==> config.mk <==
export PLATFORM = sky130hd
export DESIGN_NAME = pipeline_spi_command_master
export DESIGN_NICKNAME = d
export VERILOG_FILES = /design/src/rtl/pipeline_spi_command_master_pkg.sv /design/src/rtl/pipeline_spi_command_master_byte_shifter.sv /design/src/rtl/pipeline_spi_command_master.sv
export SDC_FILE = /design/constraint.sdc
export NUM_CORES = 1
export LEC_CHECK = 0
export BUFFER_PORTS_ARGS = -buffer_cell sky130_fd_sc_hd__buf_2
export CAP_MARGIN = 20
export CELL_PAD_IN_SITES_DETAIL_PLACEMENT = 1
export CELL_PAD_IN_SITES_GLOBAL_PLACEMENT = 2
export CORE_MARGIN = 2
export CORE_UTILIZATION = 36
export DETAILED_ROUTE_END_ITERATION = 16
export MAX_ROUTING_LAYER = met4
export PLACE_DENSITY = 0.86
export SYNTH_ARGS = -nofsm -noshare
export SYNTH_HDL_FRONTEND = slang
export SYNTH_SLANG_ARGS = --single-unit
==> constraint.sdc <==
create_clock -name clk -period 2.7 [get_ports clk]
set_input_delay 0.27 -clock clk [delete_from_list [all_inputs] [get_ports clk]]
set_output_delay 0.27 -clock clk [all_outputs]
set_load 0.01 [all_outputs]
==> src/rtl/pipeline_spi_command_master_pkg.sv <==
// pipeline_spi_command_master_pkg: opcodes, argument-count lookup and SPI mode shared by master and slave decoder
package pipeline_spi_command_master_pkg;
  localparam logic [7:0] CMD_NOP      = 8'h00;
  localparam logic [7:0] CMD_ENABLE   = 8'h01;
  localparam logic [7:0] CMD_MODE     = 8'h02;
  localparam logic [7:0] CMD_ALPHA    = 8'h03;
  localparam logic [7:0] CMD_OFFSET_X = 8'h04;
  localparam logic [7:0] CMD_OFFSET_Y = 8'h05;
  localparam logic [7:0] CMD_LAYER    = 8'h06;
  localparam logic [7:0] CMD_WIDTH    = 8'h07;
  localparam logic [7:0] CMD_HEIGHT   = 8'h08;
  localparam logic [7:0] CMD_KEY_LO   = 8'h09;
  localparam logic [7:0] CMD_KEY_HI   = 8'h0A;
  localparam logic [7:0] CMD_STATUS   = 8'h0B;
  localparam logic [7:0] CMD_IMAGE    = 8'h0C;
  localparam logic [7:0] CMD_RESET    = 8'hFF;
  localparam logic [1:0] ARGS_NONE    = 2'd0;
  localparam logic [1:0] ARGS_ONE     = 2'd1;
  localparam logic [1:0] ARGS_TWO     = 2'd2;
  localparam logic [1:0] ARGS_STREAM  = 2'd3;
  localparam logic       SPI_CPOL     = 1'b0;
  localparam logic       SPI_CPHA     = 1'b0;
  function automatic logic [1:0] arg_count(input logic [7:0] op);
    case (op)
      CMD_ENABLE, CMD_MODE, CMD_ALPHA, CMD_LAYER, CMD_STATUS: return ARGS_ONE;
      CMD_OFFSET_X, CMD_OFFSET_Y, CMD_WIDTH, CMD_HEIGHT, CMD_KEY_LO, CMD_KEY_HI: return ARGS_TWO;
      CMD_IMAGE: return ARGS_STREAM;
      default: return ARGS_NONE;
    endcase
  endfunction
endpackage

==> src/rtl/pipeline_spi_command_master_byte_shifter.sv <==
// spi_master_byte_shifter: mode-0 byte engine owning sclk, mosi, clock divider and bit counter
module spi_master_byte_shifter #(
  parameter int CLK_DIV = 4
) (
  input  logic       clk,
  input  logic       rst_n,
  input  logic       start,
  input  logic [7:0] byte_in,
  input  logic       miso,
  output logic       done,
  output logic [7:0] byte_out,
  output logic       sclk,
  output logic       mosi
);
  localparam int DVW = $clog2(CLK_DIV);
  logic           run, upd, edge_now;
  logic [DVW-1:0] div;
  logic [2:0]     bit_cnt;
  logic [7:0]     tx, rx;
  // done fires on the cycle of the last falling edge so the next byte can load on that same edge
  always_comb begin
    edge_now = run && div == DVW'(CLK_DIV - 1);
    done = edge_now && sclk && bit_cnt == 3'd7;
  end
  // divider, sclk toggling, MSB-first shift out and MISO capture on rising edges
  always_ff @(posedge clk or negedge rst_n) begin
    if (!rst_n) begin
      run <= 1'b0;
      upd <= 1'b0;
      div <= '0;
      bit_cnt <= 3'd0;
      tx <= 8'd0;
      rx <= 8'd0;
      byte_out <= 8'd0;
      sclk <= 1'b0;
      mosi <= 1'b0;
    end else begin
      upd <= 1'b0;
      if (upd) byte_out <= rx;
      if (start) begin
        run <= 1'b1;
        div <= '0;
        bit_cnt <= 3'd0;
        tx <= byte_in;
        sclk <= 1'b0;
        mosi <= byte_in[7];
      end else if (run) begin
        div <= edge_now ? '0 : div + 1'b1;
        if (edge_now) begin
          sclk <= ~sclk;
          if (!sclk) begin
            rx <= {rx[6:0], miso};
            upd <= bit_cnt == 3'd7;
          end else begin
            bit_cnt <= bit_cnt + 1'b1;
            tx <= tx << 1;
            mosi <= tx[6];
            if (bit_cnt == 3'd7) run <= 1'b0;
          end
        end
      end
    end
  end
endmodule

==> src/rtl/pipeline_spi_command_master.sv <==
// pipeline_spi_command_master: frames overlay commands (opcode, args or pixel stream) onto SPI
module pipeline_spi_command_master
  import pipeline_spi_command_master_pkg::*;
#(
  parameter int CLK_DIV    = 4,
  parameter int SS_SETUP   = 2,
  parameter int SS_GAP     = 4,
  parameter int PIXEL_SIZE = 16
) (
  input  logic                  clk,
  input  logic                  rst_n,
  input  logic                  cmd_valid,
  output logic                  cmd_ready,
  input  logic [7:0]            cmd_opcode,
  input  logic [15:0]           cmd_arg,
  input  logic                  px_valid,
  output logic                  px_ready,
  input  logic [PIXEL_SIZE-1:0] px_data,
  input  logic                  px_last,
  output logic                  busy,
  output logic [7:0]            miso_byte,
  output logic                  hw_spi_clk,
  output logic                  hw_spi_ss,
  output logic                  hw_spi_mosi,
  input  logic                  hw_spi_miso
);
  localparam int PB = PIXEL_SIZE / 8;
  localparam int DW = PIXEL_SIZE > 16 ? PIXEL_SIZE : 16;
  localparam int BW = $clog2((PB > 2 ? PB : 2) + 1);
  typedef enum logic [2:0] {IDLE, SETUP, SHIFT, STREAM_WAIT, GAP} state_t;
  state_t        state;
  logic [7:0]    op, cnt, byte_in;
  logic [DW-1:0] data;
  logic [BW-1:0] pend;
  logic          last, done, start, stream, px_go;
  spi_master_byte_shifter #(.CLK_DIV(CLK_DIV)) u_shifter (
    .clk(clk), .rst_n(rst_n), .start(start), .byte_in(byte_in), .miso(hw_spi_miso),
    .done(done), .byte_out(miso_byte), .sclk(hw_spi_clk), .mosi(hw_spi_mosi)
  );
  // byte launch: opcode after setup, queued bytes back-to-back, a pixel's first byte on accept
  always_comb begin
    stream = arg_count(op) == ARGS_STREAM;
    px_go = state == STREAM_WAIT && px_valid;
    start = (state == SETUP && cnt == 8'(SS_SETUP - 1)) || (state == SHIFT && done && pend != '0) || px_go;
    byte_in = state == SETUP ? op : px_go ? px_data[PIXEL_SIZE-1 -: 8] : data[DW-1 -: 8];
  end
  // frame sequencing with registered handshake and slave-select outputs
  always_ff @(posedge clk or negedge rst_n) begin
    if (!rst_n) begin
      state <= IDLE;
      hw_spi_ss <= 1'b1;
      cmd_ready <= 1'b1;
      px_ready <= 1'b0;
      busy <= 1'b0;
      op <= 8'd0;
      cnt <= 8'd0;
      data <= '0;
      pend <= '0;
      last <= 1'b0;
    end else begin
      case (state)
        IDLE: if (cmd_valid) begin
          op <= cmd_opcode;
          data <= arg_count(cmd_opcode) == ARGS_TWO ? DW'(cmd_arg) << (DW - 16) : DW'(cmd_arg[7:0]) << (DW - 8);
          pend <= BW'(arg_count(cmd_opcode) == ARGS_STREAM ? ARGS_NONE : arg_count(cmd_opcode));
          last <= 1'b0;
          cnt <= 8'd0;
          hw_spi_ss <= 1'b0;
          cmd_ready <= 1'b0;
          busy <= 1'b1;
          state <= SETUP;
        end
        SETUP: begin
          cnt <= cnt + 1'b1;
          if (start) state <= SHIFT;
        end
        SHIFT: if (done) begin
          if (pend != '0) begin
            data <= data << 8;
            pend <= pend - 1'b1;
          end else if (stream && !last) begin
            px_ready <= 1'b1;
            state <= STREAM_WAIT;
          end else begin
            hw_spi_ss <= 1'b1;
            cnt <= 8'd0;
            state <= GAP;
          end
        end
        STREAM_WAIT: if (px_valid) begin
          data <= DW'(px_data) << (DW - PIXEL_SIZE + 8);
          pend <= BW'(PB - 1);
          last <= px_last;
          px_ready <= 1'b0;
          state <= SHIFT;
        end
        GAP: begin
          cnt <= cnt + 1'b1;
          if (cnt == 8'(SS_GAP - 1)) begin
            cmd_ready <= 1'b1;
            busy <= 1'b0;
            state <= IDLE;
          end
        end
        default: state <= IDLE;
      endcase
    end
  end
endmodule

==> results by stage <==
STA:
- The final clock period utilization by the worst path is between 80% and 90%.
- Setup violations remaining at the end of the flow were counted as 0.
- The number of hold violations in the final report is 0.
- The number of pins exceeding their max-slew limit in the final report was 0.
- For the final routed database, the setup TNS stands at 0 ns.
- The maximum operating frequency is 418 MHz.
- The time the worst path needs with I/O delays and setup is 2.39 ns.
- Setup repair after global routing left no endpoint under its margin.
- The worst slew slack as a fraction of its limit is about 60%.
- The actual slew at the worst max-slew pin is between 0.5 and 0.6 ns.
- The setup clock skew after layout is around 0.012 ns.

Floorplanning:
- The cell row count is 37.
- The die outline height is roughly 110 µm.
- The initial utilization of the core area, before any placement, comes to 36.5%.
- The core region is 10200 µm².
- The number of I/O pins is 60.
- The die area is 11200 µm².
- The die width is between 100 and 150 µm.

Routing:
- For this run, design rule violations remaining after detail routing come to 0.
- Once detail routing completed, the nets flagged for antenna violations numbered 0.
- After the first detailed-routing iteration, the DRC count stood at 99.
- The via count is around 2.9k.
- Dividing the detail-routed wire length by the instance count gives between 15 and 20 µm.
- The count of TritonRoute iterations in the first routing pass is 4.
- Using the TritonRoute via totals, the vias-per-cell ratio works out to about 5.3.
- The total wire length is ~9500 µm.

Min path:
- The worst hold path was traced through 3 stages.
- The worst hold path terminates at op[4].
- The path class of the tightest hold or removal check is input pin to flip-flop.
- In this run the most critical hold path is launched from cmd_opcode[4].

Synth:
- Counting every instance in the synthesized netlist gives 355.
- The count of synthesis-stage warnings from yosys is 0.
- The total standard cell area after synthesis is 3720 µm².
- The number of distinct standard cells referenced by the synthesized netlist is 49.
- The number of nets handed over by synthesis was 407.
- After synthesis, the cell types taking the most area are sky130_fd_sc_hd__dfrtp_1 48%, sky130_fd_sc_hd__mux2_2 5.4%, sky130_fd_sc_hd__nand2_1 4.8%.
- After synthesis, the largest area contributor takes up between 40% and 50% of total cell area.
- The largest area contributor in the synthesized netlist is sky130_fd_sc_hd__dfrtp_1.
- The share of cell area taken by muxes after synthesis is 11.9%.
- The share of the Yosys chip area taken by registers is between 40% and 50%.
- Yosys mapped a number of flops with a built-in enable equal to 0.
- Summing the areas of all fa, ha and maj instances in the mapped netlist gives under 10% of the synthesized area.
- Of the total synthesized cell area, the portion taken by AND, OR, NAND and NOR gates is between 10% and 20%.
- The synthesized netlist devotes 14.9% of its cell area to compound gates.
- The synthesized area divided by synthesized cell count is around 10 µm².
- After synthesis, the largest family of logic cells by area is simple AND/OR/NAND/NOR gates.
- The post-synthesis xor/xnor area fraction is 1.65%.
- In the synthesized netlist the async set-or-reset flop fraction comes to 100%.
- The most instantiated flip-flop cell in the synthesis netlist is sky130_fd_sc_hd__dfrtp_1.
- The flip-flop and latch count after synthesis is 74.

CTS:
- The number of H-tree levels is 3.
- The post-cts sizing count is 0.
- Counting every sink on the clock net gives 74.
- The TritonCTS clock tree is yes.
- The clock reaches the later pin of the worst-skew pair after roughly 0.35 ns.
- The number of buffers on the longest clock path is 2.
- Clock-pin slew was measured on the worst setup and hold paths at 0.09 ns.
- The number of clock buffers inserted by TritonCTS is 9.
- CTS placed an instance of sky130_fd_sc_hd__clkbuf_8 at the clock tree root.

Layout:
- The footprint of the flip-flops and latches is 1850 µm².
- The post-route netlist has between 20 and 30% of its cells at a drive strength greater than 1.
- The filler-free cell count of the finished design is between 500 and 600.
- The number of fill cells in the layout is 1177.
- The final layout contains approximately 470 nets.
- The area of combinational cells with multiple inputs is about 1700 µm².
- Leaving out fill and tap cells, the most frequent cell in the layout is sky130_fd_sc_hd__dfrtp_1.
- Cells fill 43.2% of the core in the end.
- The synthesis-to-layout area growth is 18.2%.
- In the layout the commonest cells are 72 x sky130_fd_sc_hd__dfrtp_1, 59 x sky130_fd_sc_hd__buf_2, 48 x sky130_fd_sc_hd__nand2_1.
- The antenna diode instance count is 0.

Global routing:
- The total congestion overflow is 0.
- The global-route total usage across every layer is between 10% and 20%.
- The wire length of the first global-routing pass is 16100 µm.
- The pin count of the biggest net entering global routing is 75.
- The number of antenna violations at the first check in global routing is 0.
- The number of global-route vias before repair is roughly 3.1k.

Critical path:
- The arrival time of data at the critical path endpoint is roughly 2.6 ns.
- Data on the critical path is required at its endpoint by around 2.9 ns.
- The depth of the worst register-to-register path is 7.
- The register-to-register setup slack is just over 0.3 ns.
- The type of the worst setup path is flip-flop to flip-flop.
- The endpoint of the worst register-to-register path is u_shifter.rx[5].
- The startpoint identified for the worst register-to-register timing path is u_shifter.bit_cnt[0].
- The kind of end point of the critical path is a flip-flop.
- The maximum fanout along the worst path is 9.
- The worst setup path is launched from a flip-flop.

Run status:
- The flow ran to the end, and the final reports show no timing, DRC or antenna violations.

Placed design:
- The number of placed instances with taps included is around 540.
- The count of buffers added on input and output ports is 59.
- The detailed placer's ending HPWL is about 6900 µm.
- The last weighted congestion value of the routability-driven placer is between 0.8 and 0.9.

Pwr:
- The share of power burned in registers is a little over half.
- Per report_power, the combinational group accounts for around 4% of the total.
- The design internal power is ~1.6 mW.
- For this design the total switching power over the nets is 0.496 mW.
- The power share of the clock group is 42.5%.
- The power density over the cells is 472 nW/µm².
- Of the total power, the share spent switching nets is between 20% and 30%.
- The peak supply drop is 0.210 mV.
- The leakage power is ~2.1 nW.

Flow run:
- The max-cap check violation count is 0.
[cell type report]
cell class / instances / area share, %
clock inverters: 7 / 1.76
repair buffers: 72 / 9.27
clock buffers: 9 / 2.82
flip-flops and latches: 74 / 42.2
inverters: 11 / 0.939
multi-input cells: 249 / 39.2
well taps: 136 / 3.87
[repair_timing]
| action | 4_1_cts | 5_1_grt |
|---|---|---|
| hold buffers | 1 | 0 |
| hold endpoints to repair | 72 | 0 |
| buffers inserted | 0 | 0 |
[per-stage QoR]
step | total power [mW] | area (µm²) | hold WS, ns | worst slack [ns]
finish | 2.08 | 4400 | 0.139 | 0.306
global route | 2.17 | 4400 | 0.129 | 0.185
CTS | 2.11 | 4400 | 0.118 | 0.313
detailed placement | 1.22 | 4190 | 0.340 | 0.322
global placement | 1.22 | 4190 | 0.335 | 0.413
floorplan | 1.15 | 3720 | -0.0256 | 0.536
[layer usage]
metal,vias to the layer above,wire (µm),track usage [%]
li1,1403,-,-
met1,1476,4300,23.5
met2,51,4830,31.7
met3,6,320,3.53
met4,0,72,3.85
met5,-,0,-
[kinds of logic after synthesis]
group	count (synthesis)
simple gates	120
fa+ha+maj	6
mux	38
xor+xnor	7
compound gates	78
buf+inv	32
flops	74
[worst max-delay path, stage by stage (launching register included)]
cell	delay (ns)
sky130_fd_sc_hd__dfrtp_1	0.40
sky130_fd_sc_hd__ha_1	0.22
sky130_fd_sc_hd__ha_1	0.21
sky130_fd_sc_hd__nand4_1	0.16
sky130_fd_sc_hd__nor3_1	0.09
sky130_fd_sc_hd__a211o_1	0.31
sky130_fd_sc_hd__or3_1	0.53
sky130_fd_sc_hd__mux2_4	0.37
[synthesized netlist by cell type (all sizes together), types with 2 or more instances]
| master | n |
|---|---|
| clkbuf | 13 |
| mux2 | 26 |
| a31oi | 2 |
| mux2i | 12 |
| nand2 | 48 |
| a221o | 8 |
| a211oi | 8 |
| nand4 | 3 |
| or3 | 2 |
| nor4 | 4 |
| nand2b | 3 |
| xnor2 | 3 |
| a21oi | 26 |
| xor2 | 4 |
| buf | 8 |
| and3 | 7 |
| a211o | 2 |
| a22o | 10 |
| inv | 11 |
| a21o | 2 |
| nand3 | 4 |
| nand4b | 2 |
| dfstp | 2 |
| nor3b | 3 |
| nor2b | 2 |
| dfrtp | 72 |
| and2 | 7 |
| nor3 | 13 |
| o21ai | 8 |
| ha | 6 |
| o21a | 2 |
| o22ai | 4 |
| o32ai | 2 |
| nor2 | 19 |
[sequential cells by signal (all words and copies together) (netlist names)]
name / cells
data: 16
state: 3
last: 1
hw_spi_ss: 1
u_shifter.bit_cnt: 3
u_shifter.div: 2
u_shifter.sclk: 1
u_shifter.upd: 1
u_shifter.mosi: 1
u_shifter.run: 1
u_shifter.tx: 7
busy: 1
op: 8
cmd_ready: 1
u_shifter.rx: 8
px_ready: 1
u_shifter.byte_out: 8
pend: 2
cnt: 8
[worst max-delay path by stage]
stage | from | to | slack [ns] | cells after the start
final | u_shifter.bit_cnt[0] | u_shifter.rx[5] | 0.31 | 7
after global routing | state[1] | data[0] | 0.19 | 6
after CTS | u_shifter.bit_cnt[0] | u_shifter.rx[5] | 0.31 | 7
after detailed placement | u_shifter.bit_cnt[0] | u_shifter.rx[1] | 0.32 | 7
after global placement | u_shifter.bit_cnt[0] | u_shifter.rx[0] | 0.41 | 7
after floorplan | u_shifter.bit_cnt[0] | u_shifter.rx[0] | 0.54 | 8
[power groups by stage]
| stage | logic, mW | registers (mW) | clock network [mW] |
|---|---|---|---|
| global placement | 0.0840 | 1.13 | 0 |
| global route | 0.0947 | 1.11 | 0.964 |
| CTS | 0.0873 | 1.11 | 0.915 |
| floorplan | 0.0143 | 1.13 | 0 |
| detailed placement | 0.0858 | 1.13 | 0 |
| finish | 0.0846 | 1.11 | 0.884 |
Note: power is estimated with default switching activity, not from simulation.
